### src/rtl/ps_defragmenter_unpacker_mc_if.sv
// ============================================================================
// Module   : ps_defragmenter_unpacker_mc_if
// Brief    : Input fragment stream and output packet stream bundle.
// Revision : 1.0
// ============================================================================
`default_nettype none

interface ps_defragmenter_unpacker_mc_if #(
  parameter int WIDTH    = 16,
  parameter int CH_WIDTH = 2
);
  logic [WIDTH-1:0]    i_dat;
  logic                i_val;
  logic                i_rdy;
  logic [WIDTH-1:0]    o_dat;
  logic [CH_WIDTH-1:0] o_chn;
  logic                o_val;
  logic                o_sop;
  logic                o_eop;
  logic                o_rdy;
  logic                o_err;

  modport slave (
    input  i_dat, i_val, o_rdy,
    output i_rdy, o_dat, o_chn, o_val, o_sop, o_eop, o_err
  );

  modport master (
    output i_dat, i_val, o_rdy,
    input  i_rdy, o_dat, o_chn, o_val, o_sop, o_eop, o_err
  );
endinterface

`default_nettype wire

### src/rtl/ps_defragmenter_unpacker_mc.sv
// ============================================================================
// Module   : ps_defragmenter_unpacker_mc
// Brief    : Strips headers/padding from aligned multi-channel fragments and
//            emits payload with per-channel sop/eop through a 2-entry skid.
// Revision : 1.0
// ============================================================================
`default_nettype none

module ps_defragmenter_unpacker_mc #(
  parameter int WIDTH     = 16,
  parameter int ALIGN     = 2,
  parameter int LEN_WIDTH = 8,
  parameter int CHANNELS  = 4
) (
  input  wire logic clk,
  input  wire logic reset,
  ps_defragmenter_unpacker_mc_if.slave bus
);

  localparam int c_ch_width = (CHANNELS > 1) ? $clog2(CHANNELS) : 1;
  localparam int c_aw       = (ALIGN > 1) ? $clog2(ALIGN) : 1;
  localparam int c_ew       = WIDTH + c_ch_width + 2;
  localparam logic [c_ch_width:0] c_chn_lim = (c_ch_width + 1)'(CHANNELS);

  if ((1 + c_ch_width + LEN_WIDTH > WIDTH) || (ALIGN < 1) || (CHANNELS < 1)) begin : g_bad_cfg
    $error("ps_defragmenter_unpacker_mc: invalid parameter combination");
  end

  typedef enum logic [1:0] {
    ST_HEAD  = 2'd0,
    ST_PASS  = 2'd1,
    ST_DROP  = 2'd2,
    ST_ALIGN = 2'd3
  } state_t;

  state_t                r_state;
  logic [LEN_WIDTH-1:0]  r_lcnt;
  logic                  r_fin;
  logic [c_ch_width-1:0] r_chn;
  logic                  r_err;
  logic [CHANNELS-1:0]   r_sop_pend;
  logic [1:0]            r_cnt;
  logic [c_ew-1:0]       r_b0;
  logic [c_ew-1:0]       r_b1;
  logic                  r_rdy;

  logic                  w_in_xfer;
  logic                  w_pop;
  logic                  w_push;
  logic                  w_last;
  logic                  w_eop;
  logic                  w_hdr_bad;
  logic [c_ch_width-1:0] w_hdr_chn;
  logic [c_aw-1:0]       w_acnt;
  logic                  w_has_pad;
  logic                  w_pad_last;
  logic [c_ew-1:0]       w_entry;
  logic [1:0]            w_cnt_nxt;

  assign w_in_xfer  = bus.i_val & r_rdy;
  assign w_pop      = (r_cnt != 2'd0) & bus.o_rdy;
  assign w_push     = w_in_xfer & (r_state == ST_PASS);
  assign w_last     = (r_lcnt == '0);
  assign w_eop      = r_fin & w_last;
  assign w_hdr_chn  = (CHANNELS == 1) ? '0 : bus.i_dat[LEN_WIDTH+c_ch_width-1:LEN_WIDTH];
  assign w_hdr_bad  = ({1'b0, w_hdr_chn} >= c_chn_lim);
  assign w_has_pad  = (w_acnt != '0);
  assign w_pad_last = (w_acnt == c_aw'(1));
  assign w_entry    = {bus.i_dat, r_chn, r_sop_pend[r_chn], w_eop};

  // Align counter holds the pad count of the current fragment, loaded at the header.
  if (ALIGN > 1) begin : g_acnt
    logic [c_aw-1:0] r_acnt;
    always_ff @(posedge clk) begin
      if (reset) begin
        r_acnt <= '0;
      end else if (w_in_xfer) begin
        if (r_state == ST_HEAD) begin
          r_acnt <= c_aw'((ALIGN - ((32'(bus.i_dat[LEN_WIDTH-1:0]) + 32'd2) % ALIGN)) % ALIGN);
        end else if (r_state == ST_ALIGN) begin
          r_acnt <= r_acnt - 1'b1;
        end
      end
    end
    assign w_acnt = r_acnt;
  end else begin : g_no_acnt
    assign w_acnt = '0;
  end

  always_ff @(posedge clk) begin
    if (reset) begin
      r_state    <= ST_HEAD;
      r_lcnt     <= '0;
      r_fin      <= 1'b0;
      r_chn      <= '0;
      r_err      <= 1'b0;
      r_sop_pend <= '1;
    end else begin
      r_err <= 1'b0;
      if (w_in_xfer) begin
        case (r_state)
          ST_HEAD: begin
            r_lcnt <= bus.i_dat[LEN_WIDTH-1:0];
            r_fin  <= bus.i_dat[WIDTH-1];
            r_chn  <= w_hdr_chn;
            if (w_hdr_bad) begin
              r_state <= ST_DROP;
              r_err   <= 1'b1;
            end else begin
              r_state <= ST_PASS;
            end
          end
          ST_PASS, ST_DROP: begin
            if (r_state == ST_PASS) begin
              r_sop_pend[r_chn] <= w_eop;
            end
            if (w_last) begin
              r_state <= w_has_pad ? ST_ALIGN : ST_HEAD;
            end else begin
              r_lcnt <= r_lcnt - 1'b1;
            end
          end
          default: begin
            if (w_pad_last) begin
              r_state <= ST_HEAD;
            end
          end
        endcase
      end
    end
  end

  always_comb begin
    w_cnt_nxt = r_cnt;
    case ({w_push, w_pop})
      2'b10:   w_cnt_nxt = r_cnt + 2'd1;
      2'b01:   w_cnt_nxt = r_cnt - 2'd1;
      default: w_cnt_nxt = r_cnt;
    endcase
  end

  // Entry 0 is the presented word; it only changes when popped or when the buffer is empty.
  always_ff @(posedge clk) begin
    if (reset) begin
      r_cnt <= 2'd0;
      r_b0  <= '0;
      r_b1  <= '0;
      r_rdy <= 1'b0;
    end else begin
      r_cnt <= w_cnt_nxt;
      r_rdy <= (w_cnt_nxt != 2'd2);
      if (w_pop) begin
        if (r_cnt == 2'd2) begin
          r_b0 <= r_b1;
        end else if (w_push) begin
          r_b0 <= w_entry;
        end
      end else if (w_push) begin
        if (r_cnt == 2'd0) begin
          r_b0 <= w_entry;
        end else begin
          r_b1 <= w_entry;
        end
      end
    end
  end

  assign bus.i_rdy = r_rdy;
  assign bus.o_val = (r_cnt != 2'd0);
  assign bus.o_dat = r_b0[c_ew-1 -: WIDTH];
  assign bus.o_chn = r_b0[c_ch_width+1:2];
  assign bus.o_sop = r_b0[1];
  assign bus.o_eop = r_b0[0];
  assign bus.o_err = r_err;

endmodule

`default_nettype wire

### src/flat_wrapper.sv
// flat-port wrapper written by rule: the top's interface ports become plain ports
module ps_defragmenter_unpacker_mc_flat 
#(
  parameter int WIDTH     = 16,
  parameter int ALIGN     = 2,
  parameter int LEN_WIDTH = 8,
  parameter int CHANNELS  = 4
)
  (clk, reset, bus_i_dat, bus_i_val, bus_o_rdy, bus_i_rdy, bus_o_dat, bus_o_chn, bus_o_val, bus_o_sop, bus_o_eop, bus_o_err);
  ps_defragmenter_unpacker_mc_if #(.WIDTH(WIDTH)) bus_i ();
  input  wire logic clk;
  input  wire logic reset;
  input wire logic [$bits(bus_i.i_dat)-1:0] bus_i_dat;
  input wire logic [$bits(bus_i.i_val)-1:0] bus_i_val;
  input wire logic [$bits(bus_i.o_rdy)-1:0] bus_o_rdy;
  output wire logic [$bits(bus_i.i_rdy)-1:0] bus_i_rdy;
  output wire logic [$bits(bus_i.o_dat)-1:0] bus_o_dat;
  output wire logic [$bits(bus_i.o_chn)-1:0] bus_o_chn;
  output wire logic [$bits(bus_i.o_val)-1:0] bus_o_val;
  output wire logic [$bits(bus_i.o_sop)-1:0] bus_o_sop;
  output wire logic [$bits(bus_i.o_eop)-1:0] bus_o_eop;
  output wire logic [$bits(bus_i.o_err)-1:0] bus_o_err;
  assign bus_i.i_dat = bus_i_dat;
  assign bus_i.i_val = bus_i_val;
  assign bus_i.o_rdy = bus_o_rdy;
  assign bus_i_rdy = bus_i.i_rdy;
  assign bus_o_dat = bus_i.o_dat;
  assign bus_o_chn = bus_i.o_chn;
  assign bus_o_val = bus_i.o_val;
  assign bus_o_sop = bus_i.o_sop;
  assign bus_o_eop = bus_i.o_eop;
  assign bus_o_err = bus_i.o_err;
  ps_defragmenter_unpacker_mc #(.WIDTH(WIDTH), .ALIGN(ALIGN), .LEN_WIDTH(LEN_WIDTH), .CHANNELS(CHANNELS)) u_core (.clk(clk), .reset(reset), .bus(bus_i));
endmodule
### config.mk
export PLATFORM = sky130hd
export DESIGN_NAME = ps_defragmenter_unpacker_mc_flat
export DESIGN_NICKNAME = d
export VERILOG_FILES = /design/src/rtl/ps_defragmenter_unpacker_mc_if.sv /design/src/rtl/ps_defragmenter_unpacker_mc.sv /design/src/flat_wrapper.sv
export SDC_FILE = /design/constraint.sdc
export NUM_CORES = 1
export LEC_CHECK = 0
export BUFFER_PORTS_ARGS = -buffer_cell sky130_fd_sc_hd__buf_2
export CORE_ASPECT_RATIO = 2
export CORE_MARGIN = 8
export CORE_UTILIZATION = 52
export DETAILED_ROUTE_END_ITERATION = 10
export GPL_TIMING_DRIVEN = 0
export PLACE_DENSITY = 0.78
export SETUP_SLACK_MARGIN = 0.2
export SYNTH_ARGS = -nofsm -noshare
export SYNTH_HDL_FRONTEND = slang
export SYNTH_SLANG_ARGS = --single-unit
export TNS_END_PERCENT = 1
### constraint.sdc
create_clock -name clk -period 4.5 [get_ports clk]
set_input_delay 0 -clock clk [delete_from_list [all_inputs] [get_ports clk]]
set_output_delay 0 -clock clk [all_outputs]
set_load 0.01 [all_outputs]
==> impl_metrics.prom, run 1 <==
# TYPE chip_impl_metric gauge
chip_impl_metric{name="slew_headroom",unit="%"} 56.1
chip_impl_metric{name="synthArstFlopShare",unit="%"} 0
chip_impl_metric{name="numPlacedInstances",unit=""} 409
chip_impl_metric{name="slowest_delay",unit="ns"} 0.46
chip_impl_metric{name="synth.distinct_cells",unit=""} 48
chip_impl_metric{name="cts_setup_buffers",unit=""} 0
chip_impl_metric{name="clkLatencyLatePin",unit="ns"} 0.34
chip_impl_info{name="postSynth.topFlopCell",value="dfxtp_1"} 1
chip_impl_metric{name="synth_fp_nets",unit=""} 335
chip_impl_metric{name="power.switching_fraction",unit="%"} 25.4
chip_impl_info{name="worstPathCellList",value="inv_1, ha_1, nand3_1, ha_1, nand4b_1, o22ai_1, clkbuf_1, nor2_1, a211oi_1"} 1
chip_impl_metric{name="fp.dieH",unit="microns"} 121
chip_impl_info{name="critPathCaptureType",value="flop"} 1
chip_impl_metric{name="drive_gt1_share",unit="%"} 18.9
chip_impl_info{name="synth.top_cells.by_area",value="dfxtp_1 43%, mux2i_1 16%, nor2_1 6.6%, a211oi_1 5.3%, ha_1 2.6%"} 1
chip_impl_metric{name="place_hpwl",unit="mm"} 5.03
chip_impl_metric{name="reg2reg_slack",unit="ns"} 2.16
chip_impl_metric{name="cts_num_sinks",unit=""} 61
chip_impl_metric{name="inserted_clock_buffers",unit=""} 9
chip_impl_info{name="timing.hold.worst.class",value="input pin to flop"} 1
chip_impl_metric{name="number_of_hold_slack_violations_in_the_final_timing_report",unit=""} 0
chip_impl_metric{name="route.antenna.remaining_nets",unit=""} 0
chip_impl_metric{name="part_of_the_yosys_area_used_for_sequential_elements",unit="%"} 42.8
chip_impl_metric{name="floorplan.initialDensity",unit="%"} 53.1
chip_impl_info{name="critical-path-slowest-cell",value="clkbuf_1"} 1
chip_impl_metric{name="power_frac_clock",unit="%"} 40.9
chip_impl_metric{name="fillCellCount",unit=""} 445
chip_impl_metric{name="p_sw",unit="W"} 0.000300
chip_impl_info{name="timing.critical_path.from_type",value="flop"} 1
chip_impl_metric{name="finalNetCount",unit=""} 402
chip_impl_info{name="synth_commonest_cells",value="61 x dfxtp_1, 50 x nor2_1, 45 x mux2i_1"} 1
chip_impl_metric{name="synth_enable_flop_cells",unit=""} 0
chip_impl_metric{name="grt.met1_usage",unit="%"} 18.4
chip_impl_metric{name="met2_usage",unit="%"} 32.0
chip_impl_metric{name="placed_area",unit="sq mm"} 0.00313
chip_impl_metric{name="drt_total_wl",unit="mm"} 7.01
chip_impl_metric{name="final_max_slew_viol_count",unit=""} 0
chip_impl_metric{name="post_drt_wl_per_cell",unit="microns"} 15.9
chip_impl_metric{name="setup_ws",unit="ns"} 2.16
chip_impl_metric{name="post_synth_top_area_share",unit="%"} 42.8
chip_impl_metric{name="grt_first_pass_wirelength",unit="mm"} 11.5
chip_impl_info{name="post-synth-top-count-cell",value="dfxtp_1"} 1
chip_impl_metric{name="routed-via-count",unit=""} 2474
chip_impl_metric{name="drt_first_iter_violations",unit=""} 129
chip_impl_info{name="grt_setup_unrepaired",value="no"} 1
chip_impl_info{name="post-synth-top-area-cell",value="dfxtp_1"} 1
chip_impl_info{name="regToRegEndpoint",value="u_core.r_b0[4]"} 1
chip_impl_info{name="timing.rr.start",value="u_core.r_state[1]"} 1
chip_impl_metric{name="ys_seq_elements",unit=""} 61
chip_impl_info{name="endpoint",value="u_core.r_b0[4]"} 1
chip_impl_metric{name="final_cells",unit=""} 441
chip_impl_metric{name="via_per_inst",unit=""} 5.61
chip_impl_metric{name="critical_path.max_fanout",unit=""} 10
chip_impl_metric{name="grt_antenna_before_repair",unit=""} 0
chip_impl_metric{name="worst_endpoint_data_arrival_time",unit="ns"} 2.59
chip_impl_metric{name="syn-instance-count",unit=""} 309
chip_impl_metric{name="htree_num_levels",unit=""} 3
chip_impl_metric{name="grt-ovfl-total",unit=""} 0
chip_impl_metric{name="worst-slew-pin-transition",unit="ns"} 0.654
chip_impl_metric{name="finalCritPeriodShare",unit="%"} 52.0
chip_impl_info{name="cts_tree",value="done"} 1
chip_impl_metric{name="drv_cap",unit=""} 0
chip_impl_metric{name="grt_start_max_net_pins",unit=""} 11
chip_impl_metric{name="cellLeakagePower",unit="nW"} 1.46
chip_impl_metric{name="post_synth.cell_area_avg",unit="sq um"} 9.23
chip_impl_metric{name="syn_to_final_growth",unit="%"} 22.0
chip_impl_info{name="grt.busiest_layer",value="met2"} 1
chip_impl_metric{name="sequentialPowerShare",unit="%"} 47.7
chip_impl_metric{name="preCtsSetupSlack",unit="ns"} 2.19
chip_impl_metric{name="timing.fmax",unit="MHz"} 427
chip_impl_metric{name="setup_viol",unit=""} 0
chip_impl_metric{name="fin_crit",unit="ns"} 2.34
chip_impl_info{name="timing.setup.critical_path_class",value="flop to flop"} 1
chip_impl_info{name="cts.root.buffer_cell",value="clkbuf_8"} 1
chip_impl_metric{name="ys_warn_count",unit=""} 0
chip_impl_metric{name="clock-skew-final",unit="ns"} 0.00841
chip_impl_metric{name="worstPathRequired",unit="ns"} 4.75
chip_impl_metric{name="design.core.area",unit="sq mm"} 0.00537
chip_impl_metric{name="reg2regPathDepth",unit=""} 9
chip_impl_info{name="worst_setup_path_startpoint",value="u_core.r_state[1]"} 1
chip_impl_metric{name="fp.dieArea",unit="sq mm"} 0.00825
chip_impl_metric{name="first_global_vias",unit=""} 2495
chip_impl_metric{name="vdd_ir_drop_max",unit="V"} 0.000310
chip_impl_metric{name="cellInternalPower",unit="W"} 0.000880
chip_impl_metric{name="firstDrtPassIters",unit=""} 4
chip_impl_metric{name="p_comb_share",unit="%"} 11.5
chip_impl_metric{name="path_clk_slew",unit="ns"} 0.07
chip_impl_metric{name="gp_congestion",unit=""} 0.794
chip_impl_metric{name="grt.met3_usage",unit="%"} 4.73
chip_impl_metric{name="io-pin-count",unit=""} 43
chip_impl_metric{name="remaining_drc_errors",unit=""} 0
chip_impl_metric{name="pwr_density_cell",unit="mW/mm^2"} 339
chip_impl_metric{name="final.setup.tns",unit="ns"} 0
chip_impl_metric{name="site_row_count",unit=""} 38
chip_impl_metric{name="synth_area",unit="sq mm"} 0.00285
chip_impl_metric{name="track_usage",unit="%"} 18.2
chip_impl_metric{name="antenna-diode-count",unit=""} 0
chip_impl_info{name="outcome",value="finished clean"} 1
chip_impl_metric{name="post-route-cell-area",unit="sq mm"} 0.00348
chip_impl_info{name="critPathMostFrequentCell",value="ha_1"} 1
chip_impl_metric{name="numPortBuffers",unit=""} 40
chip_impl_metric{name="number_of_buffers_on_the_longest_clock_path",unit=""} 2
chip_impl_metric{name="die_width",unit="microns"} 68.4
-- cell type report --
class                      instances  area, sq um  share of cell area (%)
timing repair buffer              56          360                    10.4
multi-input combinational        219         1510                    43.4
tap                               60         75.1                    2.16
sequential                        61         1220                    35.1
inverter                           7         26.3                   0.755
clock inverter                     4         47.5                    1.37
clock buffer                      12          145                    4.17
buffer                            22         93.8                    2.70
-- placed cells by master (no fill, tap or decap), types with 3 or more instances in the layout --
cell and count:
a211oi_1 20, a21oi_1 13, buf_2 46, clkbuf_1 16, clkbuf_8 10, dfxtp_1 61
dlygate4sd3_1 16, ha_1 6, inv_1 7, mux2i_1 45, nand2_1 11, nand2b_1 4
nand3_1 6, nand3b_1 3, nor2_1 50, nor2b_1 7, nor3_1 4, o21ai_0 12
-- state kept, by name (all words and copies together), names as in the netlist --
name                  cells
u_core.bus.i_rdy          1
u_core.g_acnt.r_acnt      1
u_core.r_b0              20
u_core.r_b1              20
u_core.r_chn              2
u_core.r_cnt              2
u_core.r_fin              1
u_core.r_lcnt             8
u_core.r_sop_pend         4
u_core.r_state            2
-- metal layers --
metal | wire length, microns | vias up
met5 | 0 | -
li1 | - | 1234
met4 | 156 | 0
met2 | 3820 | 50
met1 | 2760 | 1178
met3 | 274 | 12
-- what timing repair did --
item / CTS / global route
hold buffers: 16 / 0
setup endpoints to repair: 0 / 0
endpoints found under the hold margin: 21 / 0
gates resized for setup: 0 / 0
-- how the worst min path moves through the flow --
stage / from / endpoint / slack, ns / depth (start not counted)
finish: reset / u_core.r_sop_pend[1] / 0.07 / 2
global route: reset / u_core.r_sop_pend[1] / 0.09 / 2
CTS: reset / u_core.r_sop_pend[1] / 0.05 / 2
detailed placement: bus_i_dat[14] / u_core.r_b1[18] / 0.26 / 3
global placement: bus_i_dat[14] / u_core.r_b1[18] / 0.25 / 3
floorplan: bus_i_dat[8] / u_core.r_chn[0] / 0.14 / 2
-- power by group through the flow --
stage / clock network, W / registers, W / logic, W
2_1_floorplan: 0 / 0.000572 / 0.0000857
3_3_place_gp: 0 / 0.000573 / 0.000121
3_5_place_dp: 0 / 0.000574 / 0.000123
4_1_cts: 0.000490 / 0.000562 / 0.000135
5_1_grt: 0.000512 / 0.000563 / 0.000150
6_report: 0.000482 / 0.000562 / 0.000136
-- stage by stage --
step | util (%) | total power, W | hold WS (ns)
floorplan | - | 0.000658 | 0.144
global placement | 58.2 | 0.000694 | 0.251
detailed placement | 58.2 | 0.000697 | 0.257
CTS | 64.8 | 0.00119 | 0.0474
global route | 64.8 | 0.00122 | 0.0929
finish | 64.8 | 0.00118 | 0.0682
-- kinds of logic (layout without fill, tap and decap cells) --
kind of cell	Yosys count	after routing	synth area share, %
AND/OR/NAND/NOR	100	100	17.7
AO/OA/AOI/OAI	63	63	14.8
XOR/XNOR	1	1	0.307
adder cells (fa/ha/maj)	6	6	2.63
buffers and inverters	29	101	4.21
flip-flops	61	61	42.8
multiplexers	48	48	17.4
other	1	1	0.132
-- worst max-delay path: cells and delay by family (launching register included) --
family / cells / cell delay [ns]
and+or+nand+nor: 3 / 0.41
DFF: 1 / 0.33
adders and majority gates: 2 / 0.44
AOI/OAI and AO/OA: 2 / 0.53
buffers and inverters: 2 / 0.55
No activity file was read; power rests on OpenSTA's default activity.
==> run 2, diff against run 1 <==
- CORE_UTILIZATION: 52 -> 51
- PLACE_DENSITY: 0.78 -> 0.8
- clock period: 4.5 -> 1.9 ns (I/O delays scaled with it)
==> run 2 against run 1 <==
Against the previous run: the run now ends with negative setup slack left; routed wire length grew 16%; sequential share of layout area shrank 2.9 points; maximum frequency grew 21%; critical path depth shrank 1; global-route usage grew 1.6 points; clock power grew 120%; register-to-register slack lost 2.2 ns; total power grew 140%; non-clock buffer count grew 13; worst hold slack gained 0.037 ns; critical path type unchanged; highest routed layer unchanged.
==> impl_metrics.prom, run 2 (synthesis gave the netlist of run 1 again) <==
# TYPE chip_impl_metric gauge
chip_impl_info{name="outcome",value="finished, violations left"} 1
chip_impl_info{name="violations_in_the_final_reports",value="negative setup slack"} 1
chip_impl_metric{name="setup_viol",unit=""} 6
chip_impl_metric{name="htree_num_levels",unit=""} 3
chip_impl_info{name="registers_with_the_most_flip_flops",value="u_core.r_b0 x20, u_core.r_b1 x20, u_core.r_lcnt x8"} 1
chip_impl_metric{name="first_global_vias",unit=""} 2693
chip_impl_info{name="cts_tree",value="done"} 1
chip_impl_metric{name="reg2reg_slack",unit="ns"} -0.03
chip_impl_info{name="timing.critical_path.from_type",value="flop"} 1
chip_impl_metric{name="clkLatencyLatePin",unit="ns"} 0.34
chip_impl_metric{name="remaining_drc_errors",unit=""} 0
chip_impl_info{name="critical-path-slowest-cell",value="dfxtp_1"} 1
chip_impl_metric{name="floorplan.initialDensity",unit="%"} 52.6
chip_impl_info{name="regToRegEndpoint",value="u_core.r_b0[17]"} 1
chip_impl_metric{name="reg2regPathDepth",unit=""} 8
chip_impl_metric{name="drive_gt1_share",unit="%"} 31.2
chip_impl_metric{name="grt_antenna_before_repair",unit=""} 0
chip_impl_info{name="timing.rr.start",value="u_core.bus.i_rdy"} 1
chip_impl_info{name="timing.hold.worst.class",value="input pin to flop"} 1
chip_impl_metric{name="clock-skew-final",unit="ns"} 0.00978
chip_impl_metric{name="post_drt_wl_per_cell",unit="microns"} 18.0
chip_impl_metric{name="slowest_delay",unit="ns"} 0.53
chip_impl_info{name="timing.setup.critical_path_class",value="flop to flop"} 1
chip_impl_metric{name="die_width",unit="microns"} 68.9
chip_impl_metric{name="track_usage",unit="%"} 19.8
chip_impl_metric{name="post-route-cell-area",unit="sq mm"} 0.00383
chip_impl_info{name="cts.root.buffer_cell",value="clkbuf_8"} 1
chip_impl_metric{name="design.core.area",unit="sq mm"} 0.00542
chip_impl_metric{name="timing.fmax",unit="MHz"} 518
chip_impl_metric{name="slew_headroom",unit="%"} 58.7
chip_impl_metric{name="cellLeakagePower",unit="nW"} 1.59
chip_impl_info{name="worstPathCellList",value="nand3_4, ha_4, nand4b_1, o22ai_4, buf_12, buf_8, nor2_1, a211oi_1"} 1
chip_impl_metric{name="fp.dieArea",unit="sq mm"} 0.00839
chip_impl_metric{name="gp_congestion",unit=""} 0.811
chip_impl_metric{name="place_hpwl",unit="mm"} 5.07
chip_impl_metric{name="drt_first_iter_violations",unit=""} 200
chip_impl_metric{name="syn_to_final_growth",unit="%"} 34.5
chip_impl_metric{name="worstPathRequired",unit="ns"} 2.14
chip_impl_metric{name="number_of_buffers_on_the_longest_clock_path",unit=""} 2
chip_impl_metric{name="firstDrtPassIters",unit=""} 4
chip_impl_info{name="grt_setup_unrepaired",value="yes"} 1
chip_impl_metric{name="drt_total_wl",unit="mm"} 8.13
chip_impl_metric{name="grt_start_max_net_pins",unit=""} 11
chip_impl_metric{name="vdd_ir_drop_max",unit="V"} 0.000677
chip_impl_metric{name="io-pin-count",unit=""} 43
chip_impl_metric{name="finalCritPeriodShare",unit="%"} 102
chip_impl_metric{name="grt_first_pass_wirelength",unit="mm"} 12.7
chip_impl_metric{name="inserted_clock_buffers",unit=""} 9
chip_impl_metric{name="final_max_slew_viol_count",unit=""} 0
chip_impl_metric{name="antenna-diode-count",unit=""} 0
chip_impl_info{name="hold_end",value="u_core.r_sop_pend[1]"} 1
chip_impl_metric{name="numPortBuffers",unit=""} 40
chip_impl_metric{name="route.antenna.remaining_nets",unit=""} 0
chip_impl_info{name="mostFrequentLayoutCells",value="55 x dfxtp_1, 45 x mux2i_1, 43 x nor2_1, 43 x buf_2, 16 x dlygate4sd3_1"} 1
chip_impl_metric{name="pwr_density_cell",unit="mW/mm^2"} 729
chip_impl_info{name="final_common_cell",value="dfxtp_1"} 1
chip_impl_info{name="critPathCaptureType",value="flop"} 1
chip_impl_info{name="worst_hold_startpoint",value="reset"} 1
chip_impl_metric{name="cell_depth_of_the_worst_hold_path",unit=""} 2
chip_impl_metric{name="routed-via-count",unit=""} 2616
chip_impl_metric{name="fp.dieH",unit="microns"} 122
chip_impl_metric{name="grt-ovfl-total",unit=""} 0
chip_impl_metric{name="placed_area",unit="sq mm"} 0.00315
chip_impl_metric{name="setup_ws",unit="ns"} -0.0292
chip_impl_metric{name="finalCoreUtilization",unit="%"} 70.8
chip_impl_metric{name="critical_path.max_fanout",unit=""} 8
chip_impl_metric{name="worst_endpoint_data_arrival_time",unit="ns"} 2.17
chip_impl_metric{name="fin_crit",unit="ns"} 1.93
chip_impl_metric{name="cts_num_sinks",unit=""} 61
chip_impl_metric{name="fillCellCount",unit=""} 387
chip_impl_metric{name="via_per_inst",unit=""} 5.80
chip_impl_metric{name="site_row_count",unit=""} 38
chip_impl_metric{name="finalNetCount",unit=""} 415
chip_impl_metric{name="path_clk_slew",unit="ns"} 0.06
chip_impl_metric{name="number_of_hold_slack_violations_in_the_final_timing_report",unit=""} 0
chip_impl_metric{name="drv_cap",unit=""} 0
chip_impl_metric{name="worst-slew-pin-transition",unit="ns"} 0.620
## run 2: cell count changes in the layout (fill, tap and decap cells not counted), moves of 4 or more
cell | before | now
dfxtp_1 | 61 | 55
nor2_2 | 0 | 6
buf_8 | 0 | 4
buf_4 | 1 | 11
buf_6 | 0 | 5
ha_4 | 0 | 4
o21ai_1 | 0 | 5
a211oi_1 | 20 | 13
nor2_1 | 50 | 43
clkbuf_1 | 16 | 10
o21ai_0 | 12 | 7
a211oi_2 | 0 | 7
ha_1 | 6 | 2
## run 2: worst max path at each step
stage	startpoint	end	slack [ns]	cells past startpoint
after floorplan	u_core.r_state[1]	u_core.r_b0[0]	0.15	9
after global placement	u_core.r_state[0]	u_core.r_lcnt[0]	-0.09	7
after detailed placement	u_core.r_state[1]	u_core.r_b0[0]	-0.16	9
after CTS	u_core.r_state[1]	u_core.r_b0[6]	0.06	9
after global routing	u_core.r_state[1]	u_core.r_b0[17]	-0.12	10
final	u_core.bus.i_rdy	u_core.r_b0[17]	-0.03	8
## run 2: timing repair
item,4_1_cts,5_1_grt
gates resized for setup,33,42
setup endpoints to repair,40,57
pin swaps,22,19
gates cloned,2,0
setup buffers,10,1
hold buffers,16,0
hold endpoints to repair,21,0
## run 2: final cells by class
cell class              count  area [sq um]  share of cell area (%)
plain buffers              22           155                    4.05
clock buffers              10           128                    3.33
clock inverters             3          40.0                    1.04
inverters                   7          26.3                   0.685
multi-input cells         219          1690                    44.0
flip-flops and latches     61          1240                    32.2
well taps                  60          75.1                    1.96
repair buffers             69           485                    12.7
## run 2: layer usage
layer	vias to the layer above	wire [microns]	global-route usage [%]
li1	1259	-	-
met1	1273	3040	19.2
met2	63	4570	35.7
met3	21	299	5.06
met4	0	221	10.5
met5	-	0	0
## run 2: worst max-delay path, delay by kind of cell (launching register included)
kind | cells | cell delay, ns
AOI/OAI and AO/OA | 2 | 0.41
adders and majority gates | 1 | 0.19
and+or+nand+nor | 3 | 0.43
DFF | 1 | 0.53
buffers and inverters | 2 | 0.28
## run 2: stage by stage
stage	setup slack [ns]	instances	power [W]	TNS (ns)	hold slack [ns]
2_1_floorplan	0.153	309	0.00156	0	0.144
3_3_place_gp	-0.0924	409	0.00165	-1.64	0.254
3_5_place_dp	-0.162	409	0.00166	-2.98	0.263
4_1_cts	0.0608	450	0.00277	0	0.0982
5_1_grt	-0.115	451	0.00289	-1.58	0.124
6_report	-0.0292	451	0.00280	-0.0851	0.105
## run 2: where the power goes
| part | switching (W) | internal [W] | leakage (nW) |
|---|---|---|---|
| Sequential | 0.0000306 | 0.00130 | 0.497 |
| Clock | 0.000474 | 0.000579 | 0.0878 |
| Combinational | 0.000222 | 0.000186 | 1.01 |
==> run 3, diff against run 2 <==
- MAX_ROUTING_LAYER: not set -> met4
==> run 3 against run 2 <==
Against the previous run: the flow still finishes with violations (negative setup slack); clock-buffer cell count unchanged; sequential share of layout area about the same; clock skew hardly changed; flip-flop and latch count stayed put; register-to-register slack about the same; critical path depth rose by 2; routed wire length did not move; die area unchanged; total power is 0.43% lower; largest cell class unchanged.
==> impl_metrics.prom, run 3 (synthesis gave the netlist of run 1 again) <==
# TYPE chip_impl_metric gauge
chip_impl_info{name="outcome",value="finished, violations left"} 1
chip_impl_info{name="violations_in_the_final_reports",value="negative setup slack"} 1
chip_impl_info{name="critPathCaptureType",value="flop"} 1
chip_impl_metric{name="drt_total_wl",unit="mm"} 8.13
chip_impl_metric{name="pwr_density_cell",unit="mW/mm^2"} 725
chip_impl_metric{name="first_global_vias",unit=""} 2707
chip_impl_metric{name="post_drt_wl_per_cell",unit="microns"} 18.0
chip_impl_metric{name="drt_first_iter_violations",unit=""} 217
chip_impl_info{name="grt_setup_unrepaired",value="yes"} 1
chip_impl_metric{name="firstDrtPassIters",unit=""} 4
chip_impl_metric{name="setup_viol",unit=""} 8
chip_impl_metric{name="grt_start_max_net_pins",unit=""} 11
chip_impl_metric{name="site_row_count",unit=""} 38
chip_impl_metric{name="post-route-cell-area",unit="sq mm"} 0.00384
chip_impl_metric{name="remaining_drc_errors",unit=""} 0
chip_impl_metric{name="antenna-diode-count",unit=""} 0
chip_impl_info{name="registers_with_the_most_flip_flops",value="u_core.r_b0 x20, u_core.r_b1 x20, u_core.r_lcnt x8"} 1
chip_impl_info{name="final_common_cell",value="dfxtp_1"} 1
chip_impl_metric{name="drive_gt1_share",unit="%"} 31.2
chip_impl_metric{name="critical_path.max_fanout",unit=""} 5
chip_impl_info{name="timing.setup.critical_path_class",value="flop to flop"} 1
chip_impl_metric{name="finalNetCount",unit=""} 415
chip_impl_metric{name="floorplan.initialDensity",unit="%"} 52.6
chip_impl_metric{name="final_max_slew_viol_count",unit=""} 0
chip_impl_info{name="timing.hold.worst.class",value="input pin to flop"} 1
chip_impl_metric{name="io-pin-count",unit=""} 43
chip_impl_info{name="critical_path.top_delay_family",value="compound AO/OA/AOI/OAI gates"} 1
chip_impl_metric{name="fillCellCount",unit=""} 387
chip_impl_metric{name="seqCellArea",unit="sq mm"} 0.00124
chip_impl_metric{name="numPortBuffers",unit=""} 40
chip_impl_metric{name="finalCoreUtilization",unit="%"} 70.8
chip_impl_metric{name="die_width",unit="microns"} 68.9
chip_impl_metric{name="place_hpwl",unit="mm"} 5.07
chip_impl_metric{name="path_clk_slew",unit="ns"} 0.06
chip_impl_metric{name="fp.dieArea",unit="sq mm"} 0.00839
chip_impl_metric{name="cellLeakagePower",unit="nW"} 1.59
chip_impl_metric{name="critical_path.n_buffers_inverters",unit=""} 3
chip_impl_metric{name="clkLatencyLatePin",unit="ns"} 0.34
chip_impl_metric{name="routed-via-count",unit=""} 2635
chip_impl_metric{name="finalCritPeriodShare",unit="%"} 102
chip_impl_metric{name="slew_headroom",unit="%"} 58.9
chip_impl_info{name="cts.root.buffer_cell",value="clkbuf_8"} 1
chip_impl_metric{name="syn_to_final_growth",unit="%"} 34.6
chip_impl_info{name="mostFrequentLayoutCells",value="55 x dfxtp_1, 45 x mux2i_1, 43 x nor2_1"} 1
chip_impl_metric{name="number_of_buffers_on_the_longest_clock_path",unit=""} 2
chip_impl_metric{name="gp_congestion",unit=""} 0.823
chip_impl_metric{name="worstPathRequired",unit="ns"} 2.14
chip_impl_metric{name="cts_num_sinks",unit=""} 61
chip_impl_metric{name="vdd_ir_drop_max",unit="V"} 0.000670
chip_impl_metric{name="slowest_delay",unit="ns"} 0.33
chip_impl_metric{name="inserted_clock_buffers",unit=""} 9
chip_impl_info{name="cts_tree",value="done"} 1
chip_impl_metric{name="timing.fmax",unit="MHz"} 514
chip_impl_metric{name="design.core.area",unit="sq mm"} 0.00542
chip_impl_info{name="worstPathCellList",value="inv_2, ha_4, nand3_4, ha_4, nand4b_1, o22ai_4, buf_12, buf_8, nor2_1, a211oi_1"} 1
chip_impl_metric{name="placed_area",unit="sq mm"} 0.00315
chip_impl_metric{name="grt_antenna_before_repair",unit=""} 0
chip_impl_metric{name="grt-ovfl-total",unit=""} 0
chip_impl_metric{name="htree_num_levels",unit=""} 3
chip_impl_metric{name="track_usage",unit="%"} 20.4
chip_impl_metric{name="worst_endpoint_data_arrival_time",unit="ns"} 2.19
chip_impl_metric{name="worst-slew-pin-transition",unit="ns"} 0.617
chip_impl_metric{name="drv_cap",unit=""} 0
chip_impl_info{name="timing.critical_path.from_type",value="flop"} 1
chip_impl_metric{name="fin_crit",unit="ns"} 1.94
chip_impl_metric{name="clock-skew-final",unit="ns"} 0.0102
chip_impl_metric{name="fp.dieH",unit="microns"} 122
chip_impl_metric{name="grt_first_pass_wirelength",unit="mm"} 12.8
chip_impl_metric{name="via_per_inst",unit=""} 5.84
chip_impl_info{name="critical-path-slowest-cell",value="dfxtp_2"} 1
chip_impl_metric{name="route.antenna.remaining_nets",unit=""} 0
chip_impl_metric{name="multi_input_area",unit="sq mm"} 0.00169
chip_impl_metric{name="number_of_hold_slack_violations_in_the_final_timing_report",unit=""} 0
chip_impl_metric{name="setup_ws",unit="ns"} -0.0440
chip_impl_info{name="critPathMostFrequentCell",value="ha_4"} 1
-- run 3: worst paths after layout --
check	slack (ns)	cells after the start	endpoint	from
setup / recovery	-0.04	10	u_core.r_b0[17]	u_core.r_state[1]
hold / removal	0.10	2	u_core.r_sop_pend[1]	reset
setup reg to reg	-0.04	10	u_core.r_b0[17]	u_core.r_state[1]
hold reg to reg	0.49	2	u_core.r_b1[0]	u_core.r_b1[0]
-- run 3: per-stage QoR --
stage	setup TNS (ns)	std cells	setup slack, ns	hold slack (ns)	total power [W]
2_1_floorplan	0	309	0.153	0.144	0.00156
6_report	-0.173	451	-0.0440	0.102	0.00278
3_3_place_gp	-1.64	409	-0.0924	0.254	0.00165
3_5_place_dp	-2.98	409	-0.162	0.263	0.00166
4_1_cts	0	450	0.0608	0.0982	0.00277
5_1_grt	-1.58	451	-0.115	0.124	0.00289
-- run 3: final cells by class --
cell class	instances	area share, %
repair buffers	69	12.7
clock buffers	10	3.33
plain buffers	22	4.11
flip-flops and latches	61	32.2
well taps	60	1.96
clock inverters	3	1.04
multi-input cells	219	44.0
inverters	7	0.685
-- run 3: timing repair --
item                                    4_1_cts  5_1_grt
pin swaps                                    22       19
hold endpoints to repair                     21        0
hold buffers                                 16        0
endpoints found under the setup margin       40       57
setup buffers                                10        1
resized for setup                            33       43
cloned                                        2        0
-- run 3: report_power, final --
part	internal (W)	switching, W	total (W)
Combinational	0.000187	0.000222	0.000409
Clock	0.000579	0.000462	0.00104
Sequential	0.00130	0.0000299	0.00133
Total	0.00207	0.000714	0.00278
-- run 3: per-layer routing --
layer	up-vias	GRT usage [%]	share of wire, %
met1	1273	19.5	37
met5	-	-	0
met2	79	35.7	56
li1	1257	-	-
met4	0	10.5	3.1
met3	26	4.78	4.4
